**src/rtl/pipe_hazard_ctrl_pkg.sv**
```systemverilog
// Shared definitions for the pipeline stall/flush controller.
//   TUSE_NONE    : Tuse encoding for "register not read by this instruction"
//   EXC_VECTOR   : exception entry address selected by pc_sel_exc
//   *_CYC_DEF    : default MDU occupancy for mult and div classes
//   MD_OP_*      : e_md_op encodings
//   raw_hazard() : Tuse/Tnew check of one producer stage against the D instr
package pipe_hazard_ctrl_pkg;

  localparam logic [1:0]  TUSE_NONE    = 2'd3;
  localparam logic [31:0] EXC_VECTOR   = 32'h0000_4180;
  localparam int          MULT_CYC_DEF = 5;
  localparam int          DIV_CYC_DEF  = 10;
  localparam logic        MD_OP_MULT   = 1'b0;
  localparam logic        MD_OP_DIV    = 1'b1;

  // A producer with destination wa whose result is ready in tnew cycles
  // blocks the D instr if a source it reads is needed (tuse) before then.
  // $0 is hard-wired, so it never creates a dependency.
  function automatic logic raw_hazard(input logic [4:0] wa,
                                      input logic [1:0] tnew,
                                      input logic [4:0] rs,
                                      input logic [1:0] tuse_rs,
                                      input logic [4:0] rt,
                                      input logic [1:0] tuse_rt);
    logic rs_hit;
    logic rt_hit;
    rs_hit = (wa == rs) && (tuse_rs != TUSE_NONE) && (tuse_rs < tnew);
    rt_hit = (wa == rt) && (tuse_rt != TUSE_NONE) && (tuse_rt < tnew);
    return (wa != 5'd0) && (rs_hit || rt_hit);
  endfunction

endpackage

```
**src/rtl/pipe_hazard_ctrl_md_busy_cnt.sv**
```systemverilog
// MDU occupancy counter.
//   clk, reset : clock, synchronous active-high reset
//   start_i    : E instr starts an MDU operation
//   op_i       : MD_OP_MULT / MD_OP_DIV
//   kill_i     : E instr is being cancelled this cycle (start ignored)
//   busy_o     : MDU occupied, including the start cycle itself
module md_busy_cnt
  import pipe_hazard_ctrl_pkg::*;
#(
  parameter int MULT_CYC = MULT_CYC_DEF,
  parameter int DIV_CYC  = DIV_CYC_DEF
) (
  input  logic clk,
  input  logic reset,
  input  logic start_i,
  input  logic op_i,
  input  logic kill_i,
  output logic busy_o
);

  localparam int MAX_CYC = (MULT_CYC > DIV_CYC) ? MULT_CYC : DIV_CYC;
  localparam int CW      = $clog2(MAX_CYC + 1);

  logic [CW-1:0] cnt_q;
  logic [CW-1:0] cnt_d;
  logic          start_ok;

  assign start_ok = start_i & ~kill_i;

  // The start cycle is the first busy cycle (busy_o includes start_ok), so
  // the register holds the number of busy cycles still to come: an N-cycle
  // op loads N-1 and the count is back to zero N cycles after the start.
  always_comb begin
    cnt_d = cnt_q;
    if (start_ok) begin
      cnt_d = (op_i == MD_OP_DIV) ? CW'(DIV_CYC - 1) : CW'(MULT_CYC - 1);
    end else if (cnt_q != '0) begin
      cnt_d = cnt_q - CW'(1);
    end
  end

  always_ff @(posedge clk) begin
    if (reset) begin
      cnt_q <= '0;
    end else begin
      cnt_q <= cnt_d;
    end
  end

  assign busy_o = (cnt_q != '0) | start_ok;

endmodule

```
**src/rtl/pipe_hazard_ctrl.sv**
```systemverilog
// Central stall/flush controller for the 5-stage pipeline (F, D, E, M, W).
// Inputs : D-stage source regs and Tuse, E/M destination regs and Tnew,
//          MDU start/op at E, exception request and eret at M.
// Outputs: en_*/clr_* for PC, F/D, D/E, E/M, M/W registers (clr inserts a
//          bubble on the next edge), PC source selects, md_busy, and a
//          free-running count of stall cycles since reset.
module pipe_hazard_ctrl
  import pipe_hazard_ctrl_pkg::*;
#(
  parameter int MULT_CYC = MULT_CYC_DEF,
  parameter int DIV_CYC  = DIV_CYC_DEF,
  parameter int CNT_W    = 32
) (
  input  logic             clk,
  input  logic             reset,
  input  logic [4:0]       d_rs,
  input  logic [4:0]       d_rt,
  input  logic [1:0]       d_tuse_rs,
  input  logic [1:0]       d_tuse_rt,
  input  logic             d_is_md,
  input  logic [4:0]       e_wa,
  input  logic [1:0]       e_tnew,
  input  logic [4:0]       m_wa,
  input  logic [1:0]       m_tnew,
  input  logic             e_md_start,
  input  logic             e_md_op,
  input  logic             exc_req,
  input  logic             m_eret,
  output logic             en_pc,
  output logic             en_fd,
  output logic             en_de,
  output logic             en_em,
  output logic             en_mw,
  output logic             clr_fd,
  output logic             clr_de,
  output logic             clr_em,
  output logic             clr_mw,
  output logic             pc_sel_exc,
  output logic             pc_sel_epc,
  output logic             md_busy,
  output logic [CNT_W-1:0] stall_cycles
);

  logic             haz_e;
  logic             haz_m;
  logic             md_stall;
  logic             stall;
  logic             flush;
  logic [CNT_W-1:0] stall_cnt_q;
  logic [CNT_W-1:0] stall_cnt_d;

  // An exception cancels the (younger) E instr, so its MDU start is killed;
  // an op already running belongs to an older instr and keeps counting.
  md_busy_cnt #(
    .MULT_CYC (MULT_CYC),
    .DIV_CYC  (DIV_CYC)
  ) u_md_busy_cnt (
    .clk     (clk),
    .reset   (reset),
    .start_i (e_md_start),
    .op_i    (e_md_op),
    .kill_i  (exc_req),
    .busy_o  (md_busy)
  );

  assign haz_e    = raw_hazard(e_wa, e_tnew, d_rs, d_tuse_rs, d_rt, d_tuse_rt);
  assign haz_m    = raw_hazard(m_wa, m_tnew, d_rs, d_tuse_rs, d_rt, d_tuse_rt);
  assign md_stall = d_is_md & md_busy;
  assign stall    = haz_e | haz_m | md_stall;
  assign flush    = exc_req | m_eret;

  // Flush outranks stall: whatever D was waiting for is discarded anyway.
  // On a stall the D/E register stays enabled with clr set so a bubble
  // moves into E while F and D hold.
  always_comb begin
    en_pc      = 1'b1;
    en_fd      = 1'b1;
    en_de      = 1'b1;
    en_em      = 1'b1;
    en_mw      = 1'b1;
    clr_fd     = 1'b0;
    clr_de     = 1'b0;
    clr_em     = 1'b0;
    clr_mw     = 1'b0;
    pc_sel_exc = 1'b0;
    pc_sel_epc = 1'b0;
    if (reset) begin
      clr_fd = 1'b1;
      clr_de = 1'b1;
      clr_em = 1'b1;
      clr_mw = 1'b1;
    end else if (flush) begin
      clr_fd     = 1'b1;
      clr_de     = 1'b1;
      clr_em     = 1'b1;
      // The faulting M instr must not commit; an eret may reach W.
      clr_mw     = exc_req;
      pc_sel_exc = exc_req;
      pc_sel_epc = ~exc_req;
    end else if (stall) begin
      en_pc  = 1'b0;
      en_fd  = 1'b0;
      clr_de = 1'b1;
    end
  end

  always_comb begin
    stall_cnt_d = stall_cnt_q;
    if (stall && !flush) begin
      stall_cnt_d = stall_cnt_q + CNT_W'(1);
    end
  end

  always_ff @(posedge clk) begin
    if (reset) begin
      stall_cnt_q <= '0;
    end else begin
      stall_cnt_q <= stall_cnt_d;
    end
  end

  assign stall_cycles = stall_cnt_q;

endmodule

```
**config.mk**
```make
export PLATFORM = sky130hd
export DESIGN_NAME = pipe_hazard_ctrl
export DESIGN_NICKNAME = d
export VERILOG_FILES = /design/src/rtl/pipe_hazard_ctrl_pkg.sv /design/src/rtl/pipe_hazard_ctrl_md_busy_cnt.sv /design/src/rtl/pipe_hazard_ctrl.sv
export SDC_FILE = /design/constraint.sdc
export NUM_CORES = 1
export LEC_CHECK = 0
export BUFFER_PORTS_ARGS = -buffer_cell sky130_fd_sc_hd__buf_4
export CAP_MARGIN = 20
export CORE_ASPECT_RATIO = 0.5
export CORE_MARGIN = 5
export CORE_UTILIZATION = 50
export DETAILED_ROUTE_END_ITERATION = 10
export PLACE_DENSITY = 0.82
export SYNTH_ARGS = -nofsm -noshare
export SYNTH_HDL_FRONTEND = slang
export SYNTH_SLANG_ARGS = --single-unit
```
**constraint.sdc**
```tcl
create_clock -name clk -period 6.3 [get_ports clk]
set_input_delay 1.26 -clock clk [delete_from_list [all_inputs] [get_ports clk]]
set_output_delay 1.26 -clock clk [all_outputs]
set_load 0.01 [all_outputs]
```
Word-level counts from Yosys, hierarchy flattened

Index checks and enable logic that the tools add are counted.

Input bits: 35
Register bits: 36
Word-level logic and storage cells: 55
Output and inout bits: 44

Bitwise gates (word level): 7
Eq/ne operators: 6
$add $sub $neg: 2
Mux-type cells: 16
Reduce and logical (&&, ||, !) cells: 18
Order comparisons: 4

Operators by type and width:

| cell                  | count |
|---|---|
| $add 32x1->32 const B | 1 |
| $eq 5x5->1            | 4 |
| $mux 1                | 13 |
| $mux 4                | 3 |
| $logic_and 1x1->1     | 11 |
| $reduce_bool 5->1     | 2 |
| $lt 2x2->1            | 4 |
| $ne 2x2->1 const B    | 2 |
| $or 1x1->1            | 4 |
| $reduce_bool 4->1     | 1 |
| $sub 4x1->4 const B   | 1 |
| $and 1x1->1           | 2 |
| $logic_or 1x1->1      | 2 |
| $reduce_bool 2->1     | 1 |
| $logic_not 1->1       | 1 |
| $not 1->1             | 1 |

Longest topological paths before layout

Word-level depth: 10
Gate-level depth with buffers: 11
Depth with buffers taken out: 9

Modules after synthesis

A second synthesis with hierarchy kept.

Cell total of the unflattened synthesis: 283
Area total of the unflattened synthesis: 2,278.4 µm²

By module, submodules not included:

| module           | instances | seq. area each (µm²) | cells each | area each (µm²) |
|---|---|---|---|---|
| pipe_hazard_ctrl | 1         | 640.6                | 256        | 2,037.0 |
| md_busy_cnt      | 1         | 80.1                 | 27         | 241.5 |

Worst setup path before layout

OpenSTA, ideal clock, no wires.

Kind: input to output
Start: input port e_tnew[1]
End: output port en_pc
Stages: 8
Path buffers: 1
Data required time: 5,040 ps
Path slack: 2,123 ps
Arrival time: 2,917 ps
Cells stage by stage: inv_1 ha_1 a21o_1 or4_4 a21oi_1 nor3_1 nand2b_1 buf_4

Cells in the longest elaborated chain, start to end: 9
Elaborated cells between the ends (all ways): 11
Classes of those cells: order compare: 2; mux: 3; bitwise: 2; reduce/logical: 4

Ends and longest elaborated chain:

| element                              | line                                                   | text |
|---|---|---|
| from (decl)                          | pipe_hazard_ctrl.sv:22                                 | `input logic [1:0] e_tnew,` |
| $lt 2x2->1 (on tied branches)        | pipe_hazard_ctrl_pkg.sv:27, pipe_hazard_ctrl_pkg.sv:28 |  |
| $logic_and 1x1->1 (on tied branches) | pipe_hazard_ctrl_pkg.sv:27, pipe_hazard_ctrl_pkg.sv:28 |  |
| $logic_or 1x1->1 (*)                 | pipe_hazard_ctrl_pkg.sv:29                             | `return (wa != 5'd0) && (rs_hit \|\| rt_hit);` |
| $logic_and 1x1->1 (*)                | pipe_hazard_ctrl_pkg.sv:29                             |  |
| $or 1x1->1 (*) (2 in series)         | pipe_hazard_ctrl.sv:69                                 | `assign stall = haz_e \| haz_m \| md_stall;` |
| $mux 1 (*) (3 in series)             | -                                                      |  |
| to (decl)                            | pipe_hazard_ctrl.sv:29                                 | `output logic en_pc,` |

Every way passes the cells marked *; elsewhere a longest branch is shown, timed or not.

Worst setup path after layout

Start: input port d_tuse_rt[1]
End: output port en_fd

Cells in the longest elaborated chain, start to end: 10
Elaborated cells between the ends (all ways): 16
Classes of those cells: order compare: 2; eq/ne: 1; mux: 3; bitwise: 2; reduce/logical: 8

Ends and longest elaborated chain:

| element                         | line                       | text |
|---|---|---|
| from (decl)                     | pipe_hazard_ctrl.sv:19     | `input logic [1:0] d_tuse_rt,` |
| $ne 2x2->1                      | pipe_hazard_ctrl_pkg.sv:28 | `rt_hit = (wa == rt) && (tuse_rt != TUSE_NONE) && (tuse_rt < tnew);` |
| $logic_and 1x1->1 (2 in series) | pipe_hazard_ctrl_pkg.sv:28 |  |
| $logic_or 1x1->1                | pipe_hazard_ctrl_pkg.sv:29 |  |
| $logic_and 1x1->1               | pipe_hazard_ctrl_pkg.sv:29 |  |
| $or 1x1->1 (*) (2 in series)    | pipe_hazard_ctrl.sv:69     |  |
| $mux 1 (*)                      | pipe_hazard_ctrl.sv:100    | `end else if (stall) begin` |
| $mux 1 (*)                      | pipe_hazard_ctrl.sv:92     | `end else if (flush) begin` |
| $mux 1 (*)                      | pipe_hazard_ctrl.sv:87     | `if (reset) begin` |
| to (decl)                       | pipe_hazard_ctrl.sv:30     | `output logic en_fd,` |

Marked as above.

==> results.toml <==
[cts]
clock_slew_seen_by_the_registers_of_the_worst_setup_and_hold_paths_ps = 80
clkSinkCount = 36
postCtsSetupBuffers = 0
cts-htree-levels = 2
clock_tree_from_tritoncts = "yes"
clock_latency_ps = 290
cts-buffers-inserted = 5
hold_buffers = 0
cts.path.max_buffers = 2
cts_repair_resize_count = 0
clk_root_buffer_cell = "clkbuf_8"

[power_and_ir_drop]
p_leak_nw = 1.19
post-layout-total-power_mw = 0.563
powerDensity_nw_per_um2 = 191
power.ir.vdd_worst_mv = 0.0939

[layout]
fin_nets = 402
nFillCells = 371
antennaDiodeCount = 0
layout.cells.most_common = "buf_4"
layout-drive-gt1-share = 0.255
most-common-layout-cells = "buf_4 (76), dfxtp_1 (36), a21oi_1 (31)"
syn2layout_area_growth_pct = 29.0

[global_routing]
antenna_found_initial = 0
overflow = 0
pin_count_of_the_biggest_net_entering_global_routing = 40
grt_pass1_vias = 2235
grt_first_pass_wirelength_mm = 10.3
grtUsageTotal = 0.202

[worst_setup_path]
path_delay_family = "simple AND/OR/NAND/NOR gates"
setup_slack_reg_to_reg_ps = 3700
crit_cells = 9
worstSetupStartpoint = "d_tuse_rt[1]"
critical_path_required_ps = 5040
crit_arrival_ps = 3110
timing.critical_path.from_type = "input port"
cpMaxStageDelayCell = "or4_4"
slowest_delay_ps = 450
worst_r2r_endpoint = "stall_cycles[23]"
crit_path_end = "en_fd"
critical-path-top-cell-by-count = "buf_4"
path_buf_inv = 2
crit-reg2reg-launch = "stall_cycles[6]"
cp-end-kind = "output pin"
path_cells = "buf_4 -> ha_1 -> o21ai_0 -> nand3_1 -> or4_4 -> a21oi_1 -> nor3_1 -> nand2b_1 -> buf_4"
kind_of_critical_path = "in2out"
path_max_fanout = 4
worst_r2r_path_depth = 7

[timing]
hold_violations = 0
relSlewSlack = 0.352
worst_slew_pin_slew_ps = 963
finalCritPeriodShare = 0.694
fmax_ghz = 0.229
layout_min_cycle_time_ps = 4370
rsz_0062_raised_after_global_routing = "no"
finClkSkew_ps = 10.3
fin_tns_setup_ps = 0
setup_viol = 0
final_max_slew_viol_count = 0

[logic_synthesis]
ys_types = 37
sequential_fraction_of_the_synthesis_area = 0.315
post_synth_instance_area_um2 = 2290
synth_top_area_cell = "dfxtp_1"
synthesis.instances = 289
synth_top_area_share = 0.315
post_synth_main_area_contributors = "dfxtp_1 (31%), xnor2_1 (8.0%), a21oi_1 (6.8%), o31ai_1 (4.6%), o21ai_0 (4.4%)"
ys_warn_count = 0
ys_seq_elements = 36
synthesis.area_per_instance_um2 = 7.93
postSynth.topFlopCell = "dfxtp_1"
synth-edff-count = 0
async_flop_share = 0

[routing]
drc_violations_left = 0
detail-route-antenna-nets = 0
total_number_of_vias = 2387
detail_route.vias_per_cell = 5.71
route.detailed.wl_per_inst_um = 14.9
finalWirelength_mm = 6.23
detail_route.iter0.violations = 118
drt_first_pass_iters = 4

[run]
drv_cap = 0

[die]
pin_count = 79
die_area_um2 = 6120
die-height_um = 57.9
placeableCoreArea_um2 = 4400
rows = 17
floorplan.initialDensity = 0.520
die_width_um = 106

[placement]
place.detailed.hpwl_mm = 4.87
place.port_buffers = 75
gpl.final_weighted_congestion = 0.817

[hold_path]
timing.hold.worst.class = "reg2reg"

[run_status]
outcome = "finished, final reports clean"
## Yosys cell counts, types with 2 or more instances
master / count
a21oi_1: 31
nand4_1: 7
or3_1: 15
clkbuf_1: 7
inv_1: 12
nor2b_1: 4
a211oi_4: 2
or4_4: 2
and4_1: 3
nand2_1: 19
o21ai_0: 20
or4_1: 13
buf_4: 5
o31ai_1: 14
nor2_1: 16
and3_1: 9
nand3_1: 15
or2_2: 2
a21o_1: 2
nand2b_1: 2
xor2_1: 7
xnor2_1: 21
buf_2: 2
dfxtp_1: 36
ha_1: 7
nor3_1: 5
## metrics by stage
stage / utilization / hold WS (ps) / area [µm²] / std cells / worst slack, ps
6_report: 0.671 / 494 / 2960 / 418 / 1930
5_1_grt: 0.671 / 510 / 2960 / 418 / 1790
4_1_cts: 0.670 / 495 / 2950 / 417 / 1920
3_5_place_dp: 0.650 / 483 / 2860 / 409 / 1930
3_3_place_gp: 0.650 / 469 / 2860 / 409 / 1970
2_1_floorplan: - / 491 / 2300 / 291 / 2120
## registers in the layout, indices dropped and copies added, names as in the netlist
signal and flops:
u_md_busy_cnt.cnt_q 4, stall_cycles 32
## cell families (layout without fill, tap and decap cells)
family                   count (synthesis)  after routing  synth area share
buffers and inverters                   27             97            0.0535
AO/OA/AOI/OAI                           73             73             0.196
other                                    1              3           0.00164
adder cells (fa/ha/maj)                  7              7            0.0382
AND/OR/NAND/NOR                        116            116             0.285
multiplexers                             1              1           0.00437
XOR/XNOR                                28             28             0.107
flip-flops                              36             36             0.315
## layer usage
layer	routed length [µm]	GRT usage	share of wire	vias to the layer above
met4	27	0.0332	0.0043	0
li1	-	-	-	1186
met5	0	0	0	-
met2	3200	0.387	0.51	63
met1	2640	0.236	0.42	1136
met3	365	0.0478	0.059	2
## cell type report
| type | count | area, µm² | area share |
|---|---|---|---|
| sequential | 36 | 721 | 0.244 |
| inverter | 12 | 45.0 | 0.0152 |
| timing repair buffer | 77 | 576 | 0.195 |
| tap | 57 | 71.3 | 0.0241 |
| clock buffer | 5 | 68.8 | 0.0233 |
| clock inverter | 3 | 18.8 | 0.00635 |
| multi-input combinational | 228 | 1460 | 0.492 |
## where the power goes
part	total (mW)	internal (mW)	switching [mW]
Sequential	0.249	0.239	0.00921
Combinational	0.151	0.0710	0.0797
Clock	0.164	0.0771	0.0870
## tightest hold or removal path, stage by stage (launching register included)
cell and delay (ps):
dfxtp_1 330, o21ai_0 70, a21oi_1 60
## worst min path at each step
stage / depth (start not counted) / slack, ps / to / startpoint
2_1_floorplan: 2 / 490 / u_md_busy_cnt.cnt_q[1] / u_md_busy_cnt.cnt_q[1]
3_3_place_gp: 2 / 470 / stall_cycles[31] / stall_cycles[31]
3_5_place_dp: 2 / 480 / stall_cycles[31] / stall_cycles[31]
4_1_cts: 2 / 490 / stall_cycles[31] / stall_cycles[31]
5_1_grt: 2 / 510 / stall_cycles[31] / stall_cycles[31]
6_report: 2 / 490 / stall_cycles[31] / stall_cycles[31]
(Power assumes the default switching activity.)
